--- src/rtl/mux_rr_arbiter.sv ---
// Round-robin arbiter and sequencer for an 8:1 single-bit mux.
// Streams the granted requester's bit over valid/ready, bounded by HOLD_MAX beats.
module mux_rr_arbiter #(
    parameter int unsigned HOLD_MAX = 4
) (
    input  logic       clk,
    input  logic       rst_n,
    input  logic [7:0] req,
    input  logic [7:0] a,
    input  logic       ready,
    output logic [2:0] select,
    output logic [7:0] grant,
    output logic       valid,
    output logic       y,
    output logic       busy
);

    typedef enum logic {
        IDLE,
        GRANT
    } state_t;

    state_t     state;
    logic [2:0] last;
    logic [7:0] beat_cnt;

    logic [2:0] winner;
    logic [2:0] idx;
    logic       found;
    logic       accept;
    logic [7:0] cnt_nxt;
    logic       hold_hit;

    // First requester after last, wrapping; last itself is tried last.
    always_comb begin
        winner = last;
        idx    = '0;
        found  = 1'b0;
        for (int k = 1; k <= 8; k++) begin
            idx = last + 3'(k);
            if (!found && req[idx]) begin
                winner = idx;
                found  = 1'b1;
            end
        end
    end

    assign busy     = (state == GRANT);
    assign valid    = busy & req[select];
    assign y        = valid & a[select];
    assign accept   = valid & ready;
    assign cnt_nxt  = beat_cnt + 8'd1;
    assign hold_hit = (cnt_nxt == 8'(HOLD_MAX));

    always_ff @(posedge clk) begin
        if (!rst_n) begin
            state    <= IDLE;
            select   <= '0;
            grant    <= '0;
            last     <= 3'd7;
            beat_cnt <= '0;
        end else begin
            unique case (state)
                IDLE: begin
                    if (|req) begin
                        select   <= winner;
                        grant    <= 8'(1) << winner;
                        last     <= winner;
                        beat_cnt <= '0;
                        state    <= GRANT;
                    end
                end
                GRANT: begin
                    if (!req[select]) begin
                        state <= IDLE;
                        grant <= '0;
                    end else if (accept) begin
                        beat_cnt <= cnt_nxt;
                        if (hold_hit) begin
                            state <= IDLE;
                            grant <= '0;
                        end
                    end
                end
            endcase
        end
    end

endmodule
--- config.mk ---
export PLATFORM = sky130hd
export DESIGN_NAME = mux_rr_arbiter
export DESIGN_NICKNAME = d
export VERILOG_FILES = /design/src/rtl/mux_rr_arbiter.sv
export SDC_FILE = /design/constraint.sdc
export NUM_CORES = 1
export LEC_CHECK = 0
export BUFFER_PORTS_ARGS = -buffer_cell sky130_fd_sc_hd__buf_2
export CAP_MARGIN = 20
export CORE_ASPECT_RATIO = 0.5
export CORE_UTILIZATION = 39
export CTS_CLUSTER_DIAMETER = 120
export CTS_CLUSTER_SIZE = 24
export DETAILED_ROUTE_END_ITERATION = 8
export SLEW_MARGIN = 20
export SYNTH_ARGS = -nofsm -noshare
export SYNTH_HDL_FRONTEND = slang
export SYNTH_SLANG_ARGS = --single-unit
--- constraint.sdc ---
create_clock -name clk -period 8.4 [get_ports clk]
set_clock_uncertainty 0.1 [all_clocks]
set_input_delay 0.42 -clock clk [delete_from_list [all_inputs] [get_ports clk]]
set_output_delay 0.42 -clock clk [all_outputs]
set_load 0.02 [all_outputs]
==> results of run 1 <==
[where the power goes]
part | internal [mW] | total [mW] | switching, mW | leakage (nW)
registers | 0.132 | 0.169 | 0.0373 | 0.188
logic | 0.268 | 0.606 | 0.338 | 0.747
clock network | 0.0336 | 0.0710 | 0.0373 | 0.0217
[final cells by class]
cell class | instances | area (um2)
Sequential cell | 23 | 460.4
Tap cell | 70 | 87.58
Inverter | 8 | 30.03
Clock buffer | 3 | 41.29
Multi-Input combinational cell | 190 | 1597
Timing Repair Buffer | 33 | 167.7
Fill cell | 492 | 2721
Clock inverter | 1 | 7.507
[metal layers]
| layer | vias up | global-route usage [%] | share of wire (%) |
|---|---|---|---|
| li1 | 957 | - | - |
| met1 | 954 | 24.26 | 45 |
| met2 | 42 | 32.47 | 49 |
| met3 | 4 | 3.333 | 4.9 |
| met4 | 0 | 4.338 | 0.91 |
| met5 | - | 0 | 0 |
[Yosys cell counts, types with 3 or more instances]
library cell | instances | area [um2]
a21boi_1 | 3 | 22.52
a21oi_1 | 8 | 40.04
a32o_1 | 8 | 80.08
and2_1 | 5 | 31.28
and3_1 | 5 | 31.28
buf_1 | 3 | 11.26
buf_2 | 4 | 20.02
clkbuf_1 | 4 | 15.01
dfxtp_1 | 23 | 460.4
ha_1 | 4 | 50.05
inv_1 | 7 | 26.28
mux2_1 | 3 | 33.78
mux2_2 | 5 | 56.30
mux2_4 | 4 | 60.06
mux2i_1 | 9 | 90.09
mux4_2 | 14 | 315.3
nand2_1 | 12 | 45.04
nand2b_1 | 6 | 37.54
nand3_1 | 9 | 45.04
nor2_1 | 13 | 48.80
nor2b_1 | 10 | 62.56
nor3_1 | 3 | 15.01
nor3b_1 | 5 | 37.54
nor4_1 | 3 | 18.77
o21ai_0 | 10 | 50.05
o21ai_1 | 5 | 25.02
xnor2_1 | 4 | 35.03
xor2_1 | 3 | 26.28
[stage by stage]
step | cells | total power, mW | utilization (%) | hold slack [ps]
finish | 328 | 0.8464 | 46.77 | 353.2
global route | 328 | 0.9194 | 46.77 | 347.3
CTS | 328 | 0.8459 | 46.77 | 348.8
detailed placement | 324 | 0.7726 | 45.82 | 356.1
global placement | 324 | 0.7650 | 45.82 | 351.8
floorplan | 234 | 0.6562 | - | 361.1
[final timing paths]
| path | slack (ps) | startpoint | cells after the start | endpoint |
|---|---|---|---|---|
| setup reg to reg | 4000 | last[1]$_SDFFE_PN1P_ | 10 | grant[6]$_SDFFE_PN0P_ |
| setup / recovery | 4000 | last[1]$_SDFFE_PN1P_ | 10 | grant[6]$_SDFFE_PN0P_ |
| hold / removal | 350 | ready | 3 | beat_cnt[7]$_SDFFE_PN0P_ |
| hold reg to reg | 370 | grant[7]$_SDFFE_PN0P_ | 1 | grant[7]$_SDFFE_PN0P_ |
[kinds of logic after synthesis]
family          after synthesis
flops                        23
simple gates                 78
mux                          35
xor+xnor                      8
buf+inv                      21
fa+ha+maj                     4
compound gates               65
[flip-flops by register name (all words and copies together) (netlist names)]
signal,count
beat_cnt,8
busy,1
grant,8
last,3
select,3
[tightest hold or removal path: cells and delay by family]
kind                   cells  cell delay, ps
and+or+nand+nor            1              60
buffers and inverters      1             130
AOI/OAI and AO/OA          1              70
==> impl_results.md, run 1 <==
* CP Launch Type: register
* Setup TNS at 0 ps
* Top_reg_cell synth: dfxtp_1
* Synth Net Count at between 200 and 300
* Gr usage total at between 10% and 20%
* Synth Area in Simple Gates at about a fifth
* CP delay by family, top: multiplexers
* Critical Path Fanout Max at 16
* DP Worst Slack at approximately 4000 ps
* Hold Path Class: input pin to register
* Area post-placement at around 2300 um2
* Detailed placement HPWL at 4.010 mm
* Unique masters post-synth at 58
* CTS root buffer: clkbuf_8
* Avg Synthesized Cell Area at ~9.2 um2
* Cell area after synthesis at ~2200 um2
* Largest net degree at the start of global routing at 34
* Max Clk Rate at roughly 230 MHz
* # Max-Cap Violations at 0
* Rows at 18
* Vias in the first global route at 1656
* PostCTS Resize Cnt at 0
* Slowest stage cell, crit path: dfxtp_1
* Post-synthesis compound-gate area fraction at roughly 22%
* Die area at around 5800 um2
* PD cells at between 300 and 400 nW/um2
* Drt drc at 0
* Fin. Hold Viols at 0
* Async SR Flop Fraction at 0%
* Initial drt markers at 97
* Vias per inst at 5.966
* Final Max Tran Viols at 0
* Commonest cells after routing, fill and taps aside: 32 x buf_2, 23 x dfxtp_1, 14 x mux4_2, 13 x nor2_1, 12 x nand2_1
* Mux cell area share after synthesis at between 20% and 30%
* Yosys warns at 0
* H-tree depth at 1
* Main combinational cell family by area after synthesis: multiplexers
* Crit path time final at ~4400 ps
* Nets at 282
* Crit path arrival time at around 4500 ps
* RSZ-0062 raised after global routing: no
* Worst VDD drop at 0.1409 mV
* Most common cell after layout, fill and taps aside: buf_2
* Initial antenna violation count at 0
* CP peak stage delay at 780 ps
* Slew HR at ~50%
* Final setup fails at 0
* Final WS setup at roughly 4000 ps
* Outcome: completed
* Clock Sink Count at 23
* CP Buf/Inv Count at 2
* P_leak at roughly 0.96 nW
* GP Congestion at ~0.86
* CORE AREA at between 5000 and 6000 um2
* Number of synthesized flops with an enable pin at 0
* Critical Path Sink Type: register
* TritonCTS Buffers at 3
* WP data required at ~8500 ps
* Slew @ Worst Pin at between 700 and 800 ps
* Area grow syn2layout at 11.10%
* Io pins at 33
* Critical path, cell by cell: inv_1, ha_1, mux2_4, mux4_2, o32a_1, or3_4, o21ai_1, xnor2_1, inv_2, a32o_1
* Post-DRT Antenna Nets at 0
* Hold Buf Count CTS at 0
* Initial Util at 42.09%
* N_diodes at 0
* First-pass GRT wire length at between 8 and 9 mm
* Register bit total from synthesis at 23
* Remaining global-route overflow at 0
* Synth Area in Adders at 2.326%
* Kind of critical path: register to register
* Die H at 54.53 um
* Post-CTS Setup Inserts at 0
* Finished Cell Area at ~2400 um2
* Total Wirelength at about 5.3 mm
* Fraction of layout instances using a drive strength above 1 at between 20% and 30%
* Port-buffer cells at 32
* Drt pass-1 iters at 4
* Clock Latency Late Sink at about 270 ps
* CTS Buffer Depth at 2
* Syn Inst Count at approximately 230
* DR vias at between 1500 and 2000
* Sequential area share after synthesis at about a fifth
* Die Wd at roughly 110 um
* DR WL/cell at 16.13 um
* TritonCTS clock tree: done
* Post-Synth XOR/XNOR Area at about 3.6%
* Fin crit share at between 50% and 60%
* CTS clk-pin slew, worst paths at 80 ps
Note: power is estimated with default switching activity, not from simulation.
==> inputs of run 2 (changes only) <==
- clock period: 8.4 -> 4.25 ns (I/O delays scaled with it)
==> run 2 against run 1 <==
Via count rose by 2.2%. Register-to-register slack got worse by 3500 ps. Combinational power rose by 110%. Largest cell class unchanged.
==> impl_results.md, run 2 (same netlist as run 1, synthesis figures left out) <==
* Die Wd at ~110 um
* DR WL/cell at 16.11 um
* Detailed placement HPWL at 3.889 mm
* CP delay by family, top: compound AO/OA/AOI/OAI gates
* Critical Path Sink Type: register
* Reg-to-Reg Start: last[0]$_SDFFE_PN1P_
* Nets at around 290
* CP Buf/Inv Count at 3
* First-pass GRT wire length at between 8 and 9 mm
* Area grow syn2layout at 12.03%
* Fin crit share at 88.43%
* Crit path time final at around 3800 ps
* Critical Path Fanout Max at 10
* Remaining global-route overflow at 0
* Gr usage total at between 10% and 20%
* Largest regs: beat_cnt: 8 flops, grant: 8 flops
* Post-DRT Antenna Nets at 0
* Kind of critical path: register to register
* Hold Buf Count CTS at 0
* H-tree depth at 1
* Vias per inst at between 6 and 7
* Most common cell after layout, fill and taps aside: buf_2
* Initial Util at ~42%
* RSZ-0062 raised after global routing: no
* CORE AREA at 5112 um2
* Setup TNS at 0 ps
* Rows at 18
* Fillers at between 400 and 500
* Slew HR at between 50 and 60%
* DR vias at roughly 2000
* WP data required at between 4000 and 5000 ps
* TritonCTS clock tree: done
* Final Max Tran Viols at 0
* Finished Cell Area at between 2000 and 2500 um2
* TritonCTS Buffers at 3
* HP Start: ready
* Die area at 5837 um2
* CTS Buffer Depth at 2
* Area post-placement at roughly 2400 um2
* Initial drt markers at 71
* CP peak stage delay at 570 ps
* Commonest cells after routing, fill and taps aside: 32 x buf_2, 23 x dfxtp_1, 14 x mux4_2, 13 x nor2_1, 12 x nand2_1
* Drt pass-1 iters at 5
* CP Launch Point: last[0]$_SDFFE_PN1P_
* Drt drc at 0
* Initial antenna violation count at 0
* Clock Latency Late Sink at between 200 and 300 ps
* CTS root buffer: clkbuf_8
* Max Clk Rate at between 200 and 300 MHz
* Outcome: completed
* Io pins at 33
* Vias in the first global route at approximately 1800
* Crit path arrival time at between 3000 and 4000 ps
* Port-buffer cells at 32
* Worst VDD drop at roughly 0.35 mV
* Largest net degree at the start of global routing at 32
* Total Wirelength at about 5.3 mm
* P_leak at 0.9737 nW
* Slew @ Worst Pin at between 600 and 700 ps
* PostCTS Resize Cnt at 0
* Clock Sink Count at 23
* CP Launch Type: register
* Fin. Hold Viols at 0
* Slowest stage cell, crit path: a221oi_1
* Hold Path Class: input pin to register
* Die H at 54.53 um
* Final setup fails at 0
* Fraction of layout instances using a drive strength above 1 at between 20% and 30%
* PD cells at roughly 710 nW/um2
* Post-CTS Setup Inserts at 0
* GP Congestion at approximately 0.91
* CTS clk-pin slew, worst paths at roughly 80 ps
* # Max-Cap Violations at 0
* N_diodes at 0
* Critical path, cell by cell: inv_1, ha_1, buf_4, mux2i_1, mux2_2, a221oi_1, or3_4, o21ai_1, xnor2_1, inv_2, a32o_1
* Fin util at 47.16%
-- run 2: area by class of cell --
cell class | instances | area [um2] | area share, %
timing repair buffer | 36 | 190.2 | 7.888
tap | 70 | 87.58 | 3.633
multi-input combinational | 190 | 1597 | 66.22
sequential | 23 | 460.4 | 19.10
inverter | 8 | 30.03 | 1.245
clock buffer | 3 | 41.29 | 1.713
clock inverter | 1 | 5.005 | 0.2076
-- run 2: final timing paths --
kind / slack (ps) / to / cells past startpoint
max: 490 / grant[2]$_SDFFE_PN0P_ / 11
max reg2reg: 490 / grant[2]$_SDFFE_PN0P_ / 11
min reg2reg: 370 / grant[5]$_SDFFE_PN0P_ / 1
min: 150 / beat_cnt[7]$_SDFFE_PN0P_ / 3
-- run 2: tightest hold or removal path, stage by stage --
cell     delay [ps]
buf_2           120
nand3_1          60
a31oi_1          70
-- run 2: metal layers --
layer	vias up	part of all wire, %	track usage (%)
met1	979	47	24.59
met3	10	4.1	4.048
li1	964	-	-
met5	-	0	0
met2	48	48	34.30
met4	0	1.5	5.936
-- run 2: power by group --
part,leakage [nW],internal (mW),total [mW],switching [mW]
clock network,0.0255,0.0655,0.137,0.0710
logic,0.761,0.545,1.27,0.724
registers,0.188,0.261,0.298,0.0371
-- run 2: metrics by stage --
| step | power (mW) | setup WS [ps] | cells | hold slack (ps) |
|---|---|---|---|---|
| after CTS | 1.685 | 582.5 | 331 | 140.2 |
| after global routing | 1.839 | 249.5 | 331 | 160.0 |
| after global placement | 1.529 | 706.4 | 327 | 345.0 |
| final | 1.703 | 491.8 | 331 | 145.2 |
| after floorplan | 1.297 | 472.6 | 234 | 240.7 |
| after detailed placement | 1.545 | 587.1 | 327 | 355.7 |
